--- config.mk ---
export PLATFORM = sky130hd
export DESIGN_NAME = sequence_generator
export DESIGN_NICKNAME = d
export VERILOG_FILES = /design/src/rtl/sequence_generator_pkg.sv /design/src/rtl/seq_shift_counter.sv /design/src/rtl/sequence_generator.sv
export SDC_FILE = /design/constraint.sdc
export NUM_CORES = 1
export LEC_CHECK = 0
export CAP_MARGIN = 10
export CORE_MARGIN = 5
export CORE_UTILIZATION = 35
export DETAILED_ROUTE_END_ITERATION = 8
export REMOVE_ABC_BUFFERS = 1
export SYNTH_ARGS = -nofsm -noshare
export SYNTH_HDL_FRONTEND = slang
export SYNTH_HIERARCHICAL = 1
export SYNTH_SLANG_ARGS = --single-unit
--- constraint.sdc ---
create_clock -name clk -period 2.9 [get_ports clk]
set_clock_uncertainty 0.1 [all_clocks]
set_input_delay 0.435 -clock clk [delete_from_list [all_inputs] [get_ports clk]]
set_output_delay 0.435 -clock clk [all_outputs]
set_load 0.02 [all_outputs]
--- src/rtl/sequence_generator_pkg.sv ---
// Shared definitions for the serial pattern generator and its companion sequence detector.
// Holds the FSM state encoding, the default pattern width and the datapath command set.
package sequence_generator_pkg;

    localparam int SEQ_MAX_LEN = 8;

    typedef enum logic [1:0] {
        IDLE,
        SHIFT,
        GAP,
        DONE
    } seq_state_t;

    typedef enum logic [2:0] {
        CMD_HOLD,
        CMD_LOAD,
        CMD_STEP,
        CMD_RESTART,
        CMD_GAP_LOAD,
        CMD_GAP_STEP
    } shift_cmd_t;

    // Counter width that stays legal even when the count range collapses to 0 or 1.
    function automatic int idx_width(input int n);
        return (n > 1) ? $clog2(n) : 1;
    endfunction

endpackage

--- src/rtl/seq_shift_counter.sv ---
// Shadow registers, bit/repetition/gap counters and the registered serial bit.
// Driven one command per cycle by the FSM in sequence_generator.
module seq_shift_counter
    import sequence_generator_pkg::*;
#(
    parameter int MAX_LEN    = SEQ_MAX_LEN,
    parameter int GAP_CYCLES = 0
) (
    input  logic                           clk,
    input  logic                           reset,
    input  shift_cmd_t                     cmd,
    input  logic [MAX_LEN-1:0]             pattern,
    input  logic [$clog2(MAX_LEN+1)-1:0]   len,
    input  logic [3:0]                     repeat_cnt,
    output logic                           x,
    output logic                           last_bit,
    output logic                           reps_left,
    output logic                           gap_done
);

    localparam int LW = $clog2(MAX_LEN + 1);
    localparam int IW = idx_width(MAX_LEN);
    localparam int GW = idx_width(GAP_CYCLES);
    localparam logic [GW-1:0] GAP_LOAD = GW'((GAP_CYCLES > 0) ? GAP_CYCLES - 1 : 0);

    logic [MAX_LEN-1:0] pat_q;
    logic [IW-1:0]      last_idx_q;
    logic [IW-1:0]      idx_q;
    logic [3:0]         reps_q;
    logic [GW-1:0]      gap_q;
    logic [IW-1:0]      first_idx;
    logic [IW-1:0]      idx_dec;

    assign first_idx = IW'(len - LW'(1));
    assign idx_dec   = idx_q - IW'(1);

    assign last_bit  = (idx_q == '0);
    assign reps_left = (reps_q != '0);
    assign gap_done  = (gap_q == '0);

    // x is loaded with the bit that will be on the line next cycle, so it is a true flop output.
    always_ff @(posedge clk or posedge reset) begin
        if (reset) begin
            pat_q      <= '0;
            last_idx_q <= '0;
            idx_q      <= '0;
            reps_q     <= '0;
            gap_q      <= '0;
            x          <= 1'b0;
        end else begin
            case (cmd)
                CMD_LOAD: begin
                    pat_q      <= pattern;
                    last_idx_q <= first_idx;
                    idx_q      <= first_idx;
                    reps_q     <= repeat_cnt;
                    gap_q      <= '0;
                    x          <= pattern[first_idx];
                end
                CMD_STEP: begin
                    idx_q <= idx_dec;
                    x     <= pat_q[idx_dec];
                end
                CMD_RESTART: begin
                    idx_q  <= last_idx_q;
                    reps_q <= reps_q - 4'd1;
                    x      <= pat_q[last_idx_q];
                end
                CMD_GAP_LOAD: begin
                    gap_q <= GAP_LOAD;
                    x     <= 1'b0;
                end
                CMD_GAP_STEP: begin
                    gap_q <= gap_q - GW'(1);
                    x     <= 1'b0;
                end
                default: begin
                    x <= 1'b0;
                end
            endcase
        end
    end

endmodule

--- src/rtl/sequence_generator.sv ---
// Burst-mode serial pattern generator: emits len bits MSB-first, repeat_cnt+1 times,
// with optional idle gaps between repetitions and a one-cycle done pulse at the end.
module sequence_generator
    import sequence_generator_pkg::*;
#(
    parameter int MAX_LEN    = SEQ_MAX_LEN,
    parameter int GAP_CYCLES = 0
) (
    input  logic                           clk,
    input  logic                           reset,
    input  logic                           start,
    input  logic                           abort,
    input  logic [MAX_LEN-1:0]             pattern,
    input  logic [$clog2(MAX_LEN+1)-1:0]   len,
    input  logic [3:0]                     repeat_cnt,
    output logic                           x,
    output logic                           valid,
    output logic                           busy,
    output logic                           done,
    output logic                           err
);

    localparam int LW = $clog2(MAX_LEN + 1);

    seq_state_t state, state_nxt;
    shift_cmd_t cmd;
    logic       err_nxt;
    logic       len_ok;
    logic       last_bit;
    logic       reps_left;
    logic       gap_done;

    assign len_ok = (len != '0) && (len <= LW'(MAX_LEN));

    seq_shift_counter #(
        .MAX_LEN    (MAX_LEN),
        .GAP_CYCLES (GAP_CYCLES)
    ) u_shift (
        .clk        (clk),
        .reset      (reset),
        .cmd        (cmd),
        .pattern    (pattern),
        .len        (len),
        .repeat_cnt (repeat_cnt),
        .x          (x),
        .last_bit   (last_bit),
        .reps_left  (reps_left),
        .gap_done   (gap_done)
    );

    // Status outputs are decoded from the next state so they line up with the registered x.
    always_ff @(posedge clk or posedge reset) begin
        if (reset) begin
            state <= IDLE;
            valid <= 1'b0;
            busy  <= 1'b0;
            done  <= 1'b0;
            err   <= 1'b0;
        end else begin
            state <= state_nxt;
            valid <= (state_nxt == SHIFT);
            busy  <= (state_nxt != IDLE);
            done  <= (state_nxt == DONE);
            err   <= err_nxt;
        end
    end

    always_comb begin
        state_nxt = state;
        cmd       = CMD_HOLD;
        err_nxt   = 1'b0;
        case (state)
            IDLE: begin
                if (start && !abort) begin
                    if (len_ok) begin
                        state_nxt = SHIFT;
                        cmd       = CMD_LOAD;
                    end else begin
                        err_nxt = 1'b1;
                    end
                end
            end
            SHIFT: begin
                if (abort) begin
                    state_nxt = IDLE;
                end else if (!last_bit) begin
                    cmd = CMD_STEP;
                end else if (reps_left) begin
                    if (GAP_CYCLES > 0) begin
                        state_nxt = GAP;
                        cmd       = CMD_GAP_LOAD;
                    end else begin
                        cmd = CMD_RESTART;
                    end
                end else begin
                    state_nxt = DONE;
                end
            end
            GAP: begin
                if (abort) begin
                    state_nxt = IDLE;
                end else if (gap_done) begin
                    state_nxt = SHIFT;
                    cmd       = CMD_RESTART;
                end else begin
                    cmd = CMD_GAP_STEP;
                end
            end
            DONE: begin
                state_nxt = IDLE;
            end
            default: begin
                state_nxt = IDLE;
            end
        endcase
    end

endmodule

==> flow_summary_export.csv, run 1 <==
group,metric,value,unit
die,die-height,76.0,µm
logic_synthesis,synth_seq_cells,26,
global_routing,antenna_found_initial,0,
die,io_pins,25,
cts,h-tree-depth,1,
setup_path,setup.worst_path.end_class,"flop",
logic_synthesis,synthTopCellsByArea,"dfrtp_1 43%, mux4_2 7.4%, mux2_2 6.6%",
cts,clock_latency,270,ps
drt,routed_wl,3380,µm
global_routing,grt.overflow.total,0,
cts,cts-root-buf,"clkbuf_8",
placed_design,gp_congestion,0.762,
cts,cts_sinks,26,
logic_synthesis,synth_fa_ha_area_share,4.10,%
logic_synthesis,yosys_warnings,6,
logic_synthesis,synth_edf_count,0,
setup_path,crit_fanout,15,
logic_synthesis,ys_seq_area_share,42.6,%
sta,period_share,85.1,%
logic_synthesis,muxShareOfSynthArea,17.7,%
sta,rsz0062_at_grt,"no",
die,dieArea,5780,µm²
run,cap_viol_max_count,0,
drt,drc,0,
die,die_w,76.0,µm
sta,setup_viol,0,
sta,whs,292,ps
logic_synthesis,netlist_top_cells_count,"26 x dfrtp_1, 12 x inv_1, 10 x nor2_1",
logic_synthesis,syn_inst,142,
layout,drive_above_1_share,15.9,%
drt,viasPerCell,5.29,
global_routing,grtUsageTotal,11.9,%
setup_path,critPathMaxStageDelay,420,ps
die,num_rows,24,
setup_path,arrival,2520,ps
power,vdd_drop_max,0.000323,V
sta,worst_slack,432,ps
logic_synthesis,synth-simple-area-share,15.4,%
drt,num_vias,1174,
cts,postCtsSetupBuffers,0,
logic_synthesis,synth_compound_area_share,13.8,%
placed_design,place.detailed.hpwl,2610,µm
setup_path,start_kind,"flop",
drt,first_pass_iters,4,
placed_design,dpl-instance-area,1840,µm²
sta,worstMarginPinSlew,780,ps
power,leakage,0.795,nW
sta,max-slew-margin-rel,47.9,%
worst_hold_path,hold_path.class,"primary input to asynchronous set/reset pin",
sta,slew_violations,0,
global_routing,grt_pass1_vias,1203,
drt,wl_per_cell,15.2,µm
placed_design,dpl_worst_slack,170,ps
setup_path,crit_chain,"inv_1 -> ha_1 -> nor2b_1 -> nor2b_1 -> o21ai_0 -> nor2b_1 -> buf_4 -> inv_1 -> a32oi_1 -> a31o_1 -> o41ai_1",
logic_synthesis,yosysUniqueCellTypes,41,
drt,drtIter0Drc,96,
global_routing,grt_max_degree,21,
setup_path,crit_buf_inv,3,
setup_path,cpMostUsedCell,"nor2b_1",
cts,ctsLongestPathBuffers,2,
logic_synthesis,yosysMostFrequentCell,"dfrtp_1",
logic_synthesis,synth_xor_area_share,1.72,%
logic_synthesis,syn_avg_cell_area,10.7,µm²
logic_synthesis,async_reset_ff_share,100,%
drt,drtAntennaViolNets,0,
layout,n_antenna_cell,0,
sta,finalHoldViolCount,0,
sta,fin_crit,2470,ps
logic_synthesis,yosysTopAreaCellShare,42.6,%
die,start_util,35.5,%
logic_synthesis,netlist_area,1530,µm²
layout,area_growth,25.4,%
setup_path,slowest_stage,"dfrtp_1",
die,core_area,4290,µm²
layout,postLayoutCoreUtil,44.6,%
power,power_density,763,nW/µm²
logic_synthesis,yosys_most_used_dff,"dfrtp_1",
setup_path,critPathTopFamily,"compound AO/OA/AOI/OAI gates",
logic_synthesis,synth_area_leader_cell,"dfrtp_1",
sta,fmax,405,MHz
run_status,status,"complete, no violations",
global_routing,grt_pass1_wl,5690,µm
placed_design,portBuffers,24,
layout,finalInstanceArea,1910,µm²
logic_synthesis,synth_top_family_by_area,"multiplexers",
setup_path,crit_required,2950,ps
cts,cts_made_buffers,3,
sta,setup-tns-final,0,ps
setup_path,crit_type,"flop to flop",
cts,cts_tree,"yes",
cts,path_clk_slew,100,ps
cts,ctsHoldBuffers,0,
cts,cts_resized,0,
layout,layout.nets,196,
==> flip-flops by register name (all words and copies together), names as in the netlist <==
name / count
u_shift/gap_q: 1
u_shift/reps_q: 4
err: 1
valid: 1
u_shift/x: 1
u_shift/pat_q: 8
u_shift/last_idx_q: 3
done: 1
busy: 1
u_shift/idx_q: 3
state: 2
==> routing by layer <==
metal | share of wire [%] | global-route usage (%) | vias up | routed length (µm)
met5 | 0 | 0 | - | 0
met4 | 0.59 | 3.74 | 0 | 20
met3 | 3.6 | 2.36 | 2 | 121
met2 | 52 | 19.9 | 29 | 1760
met1 | 44 | 15.3 | 573 | 1480
li1 | - | - | 570 | -
==> area by class of cell <==
class,instances,area (µm²)
Clock inverter,1,30.0
Multi-Input combinational cell,99,805
Timing Repair Buffer,29,278
Sequential cell,26,651
Fill cell,416,2380
Clock buffer,3,41.3
Tap cell,52,65.1
Inverter,12,45.0
==> cells in the final DEF (no fill, tap or decap), types with 2 or more instances in the layout <==
cell / Yosys / routed
nor2b_1: 5 / 5
nand3_1: 3 / 3
ha_1: 5 / 5
nand3b_1: 2 / 2
o22a_1: 2 / 2
nand4b_1: 2 / 2
dfrtp_1: 26 / 26
inv_1: 12 / 12
mux2i_1: 3 / 3
nand2_1: 7 / 7
clkdlybuf4s50_1: 0 / 24
mux2_2: 9 / 9
a32oi_1: 2 / 2
nor2_1: 10 / 10
clkbuf_8: 0 / 3
a31oi_1: 4 / 4
nand2b_1: 4 / 4
mux4_2: 5 / 5
o21ai_0: 7 / 7
nor4b_1: 2 / 2
xor2_1: 2 / 2
buf_4: 1 / 5
a21oi_1: 7 / 7
==> final timing paths <==
path / from / endpoint / slack (ps) / depth (start not counted)
max in group asynchronous: reset / u_shift/pat_q[1] / 1690 / 2
max: u_shift/idx_q[0] / u_shift/x / 430 / 11
min: reset / done / 290 / 2
max reg2reg: u_shift/idx_q[0] / u_shift/x / 430 / 11
min in group clk: u_shift/gap_q / u_shift/gap_q / 390 / 1
min reg2reg: u_shift/gap_q / u_shift/gap_q / 390 / 1
==> per-stage QoR <==
step	std cells	power, mW
floorplan	137	0.997
global placement	218	1.14
detailed placement	218	1.16
CTS	222	1.47
global route	222	1.56
finish	222	1.46
==> power by group <==
part	leakage, nW	switching, mW	internal (mW)
Clock	0.0357	0.119	0.185
Sequential	0.319	0.120	0.490
Combinational	0.440	0.234	0.315
==> cell families after synthesis <==
kind of cell	Yosys count
compound gates	32
fa+ha+maj	5
mux	18
buf+inv	17
flops	26
xor+xnor	3
simple gates	41
No activity file was read; power rests on OpenSTA's default activity.
==> run 2, diff against run 1 <==
- SETUP_SLACK_MARGIN: unset -> 0.3
==> run 2 against run 1 <==
  * Design area up 0.26%
  * Critical path depth unchanged
  * Largest cell class unchanged
  * First-iteration DRC count stayed put
  * Worst hold slack did not move
  * Die area did not move
  * Sequential share of layout area is 0.089 points lower
  * Global-route usage stayed put
==> flow_summary_export.csv, run 2 (synthesis results as in run 1) <==
group,metric,value,unit
run_status,status,"complete, no violations",
cts,postCtsSetupBuffers,0,
die,die-height,76.0,µm
layout,top_register,"u_shift/pat_q",
cts,ctsLongestPathBuffers,2,
placed_design,portBuffers,24,
layout,mostFrequentLayoutCell,"dfrtp_1",
sta,rsz0062_at_grt,"no",
global_routing,grtUsageTotal,11.9,%
sta,period_share,85.1,%
global_routing,grt_max_degree,21,
layout,layout.nets,196,
power,vdd_drop_max,0.000323,V
drt,wl_met2,1750,µm
die,dieArea,5780,µm²
cts,cts_sinks,26,
layout,top_regs,"u_shift/pat_q (8), u_shift/reps_q (4)",
setup_path,arrival,2520,ps
setup_path,crit_fanout,15,
drt,routed_wl,3380,µm
drt,first_pass_iters,4,
drt,wl_per_cell,15.2,µm
die,io_pins,25,
sta,worstMarginPinSlew,777,ps
sta,setup_viol,0,
drt,wl_met1,1490,µm
drt,num_vias,1174,
die,num_rows,24,
worst_hold_path,hold_path.class,"primary input to asynchronous set/reset pin",
cts,ctsHoldBuffers,0,
sta,max-slew-margin-rel,48.1,%
drt,drtIter0Drc,96,
layout,final_cell_mix,"26 x dfrtp_1, 24 x clkdlybuf4s50_1, 12 x inv_1",
sta,fmax,405,MHz
global_routing,grt_pass1_wl,5690,µm
layout,fillCellCount,415,
placed_design,dp_cells,218,
setup_path,rr_worst_depth,11,
die,core_area,4290,µm²
run,cap_viol_max_count,0,
setup_path,setup.worst_path.end_class,"flop",
cts,cts-root-buf,"clkbuf_8",
placed_design,place.detailed.hpwl,2610,µm
layout,n_antenna_cell,0,
drt,met3WireLength,121,µm
sta,setup-tns-final,0,ps
placed_design,gp_congestion,0.762,
layout,area_growth,25.7,%
drt,drc,0,
power,leakage,0.796,nW
drt,viasPerCell,5.29,
sta,slew_violations,0,
drt,drtAntennaViolNets,0,
cts,cts_tree,"yes",
sta,finalHoldViolCount,0,
cts,cts_made_buffers,3,
layout,fin_cells,222,
layout,drive_above_1_share,16.5,%
cts,path_clk_slew,100,ps
cts,cts_resized,0,
setup_path,start_kind,"flop",
drt,dr.max_layer_used,"met4",
cts,h-tree-depth,1,
layout,largest_reg_flops,8,
setup_path,crit_required,2950,ps
global_routing,grt.overflow.total,0,
setup_path,crit_type,"flop to flop",
global_routing,antenna_found_initial,0,
global_routing,grt_pass1_vias,1203,
sta,fin_crit,2470,ps
die,die_w,76.0,µm
power,power_density,761,nW/µm²
die,start_util,35.5,%
cts,clock_latency,270,ps
[run 2: cell counts in the layout (fill, tap and decap cells not counted)]
No cell type changed its count.
[run 2: final timing paths]
kind / endpoint / from / slack (ps)
max: u_shift/x / u_shift/idx_q[0] / 430
min: done / reset / 290
max reg2reg: u_shift/x / u_shift/idx_q[0] / 430
min reg2reg: u_shift/gap_q / u_shift/gap_q / 390
max in group asynchronous: u_shift/pat_q[1] / reset / 1690
min in group clk: u_shift/gap_q / u_shift/gap_q / 390
[run 2: through the flow]
stage	power (mW)	instance area (µm²)	hold slack (ps)	util (%)	setup WS [ps]
after CTS	1.47	1910	293	44.6	435
final	1.46	1920	292	44.7	433
after global placement	1.14	1840	376	42.9	230
after floorplan	0.997	1500	126	-	321
after detailed placement	1.16	1840	378	42.9	170
after global routing	1.56	1920	323	44.7	322
[run 2: layout make-up]
| type | count | area [µm²] | area share, % |
|---|---|---|---|
| inverters | 12 | 45.0 | 2.35 |
| well taps | 52 | 65.1 | 3.39 |
| multi-input cells | 99 | 810 | 42.2 |
| clock inverters | 1 | 30.0 | 1.56 |
| flip-flops and latches | 26 | 651 | 33.9 |
| repair buffers | 29 | 278 | 14.5 |
| clock buffers | 3 | 41.3 | 2.15 |
[run 2: critical path: stages, from the launching register on]
cell,delay (ps)
dfrtp_1,420
inv_1,110
ha_1,210
nor2b_1,150
nor2b_1,120
o21ai_0,150
nor2b_1,190
buf_4,230
inv_1,160
a32oi_1,270
a31o_1,170
o41ai_1,80
[run 2: where the power goes]
part / switching [mW] / total, mW / internal [mW]
logic: 0.234 / 0.549 / 0.315
clock network: 0.119 / 0.303 / 0.185
registers: 0.120 / 0.609 / 0.490
total: 0.472 / 1.46 / 0.989
[run 2: metal layers]
layer | track usage [%] | up-vias
met5 | 0 | -
met4 | 3.74 | 0
met3 | 2.36 | 2
met2 | 19.9 | 29
met1 | 15.3 | 573
li1 | - | 570
==> run 3, diff against run 2 <==
- CTS_CLUSTER_DIAMETER: unset -> 80
==> results of run 3 <==
Final layout, timing and power as in run 2 (identical DEF).
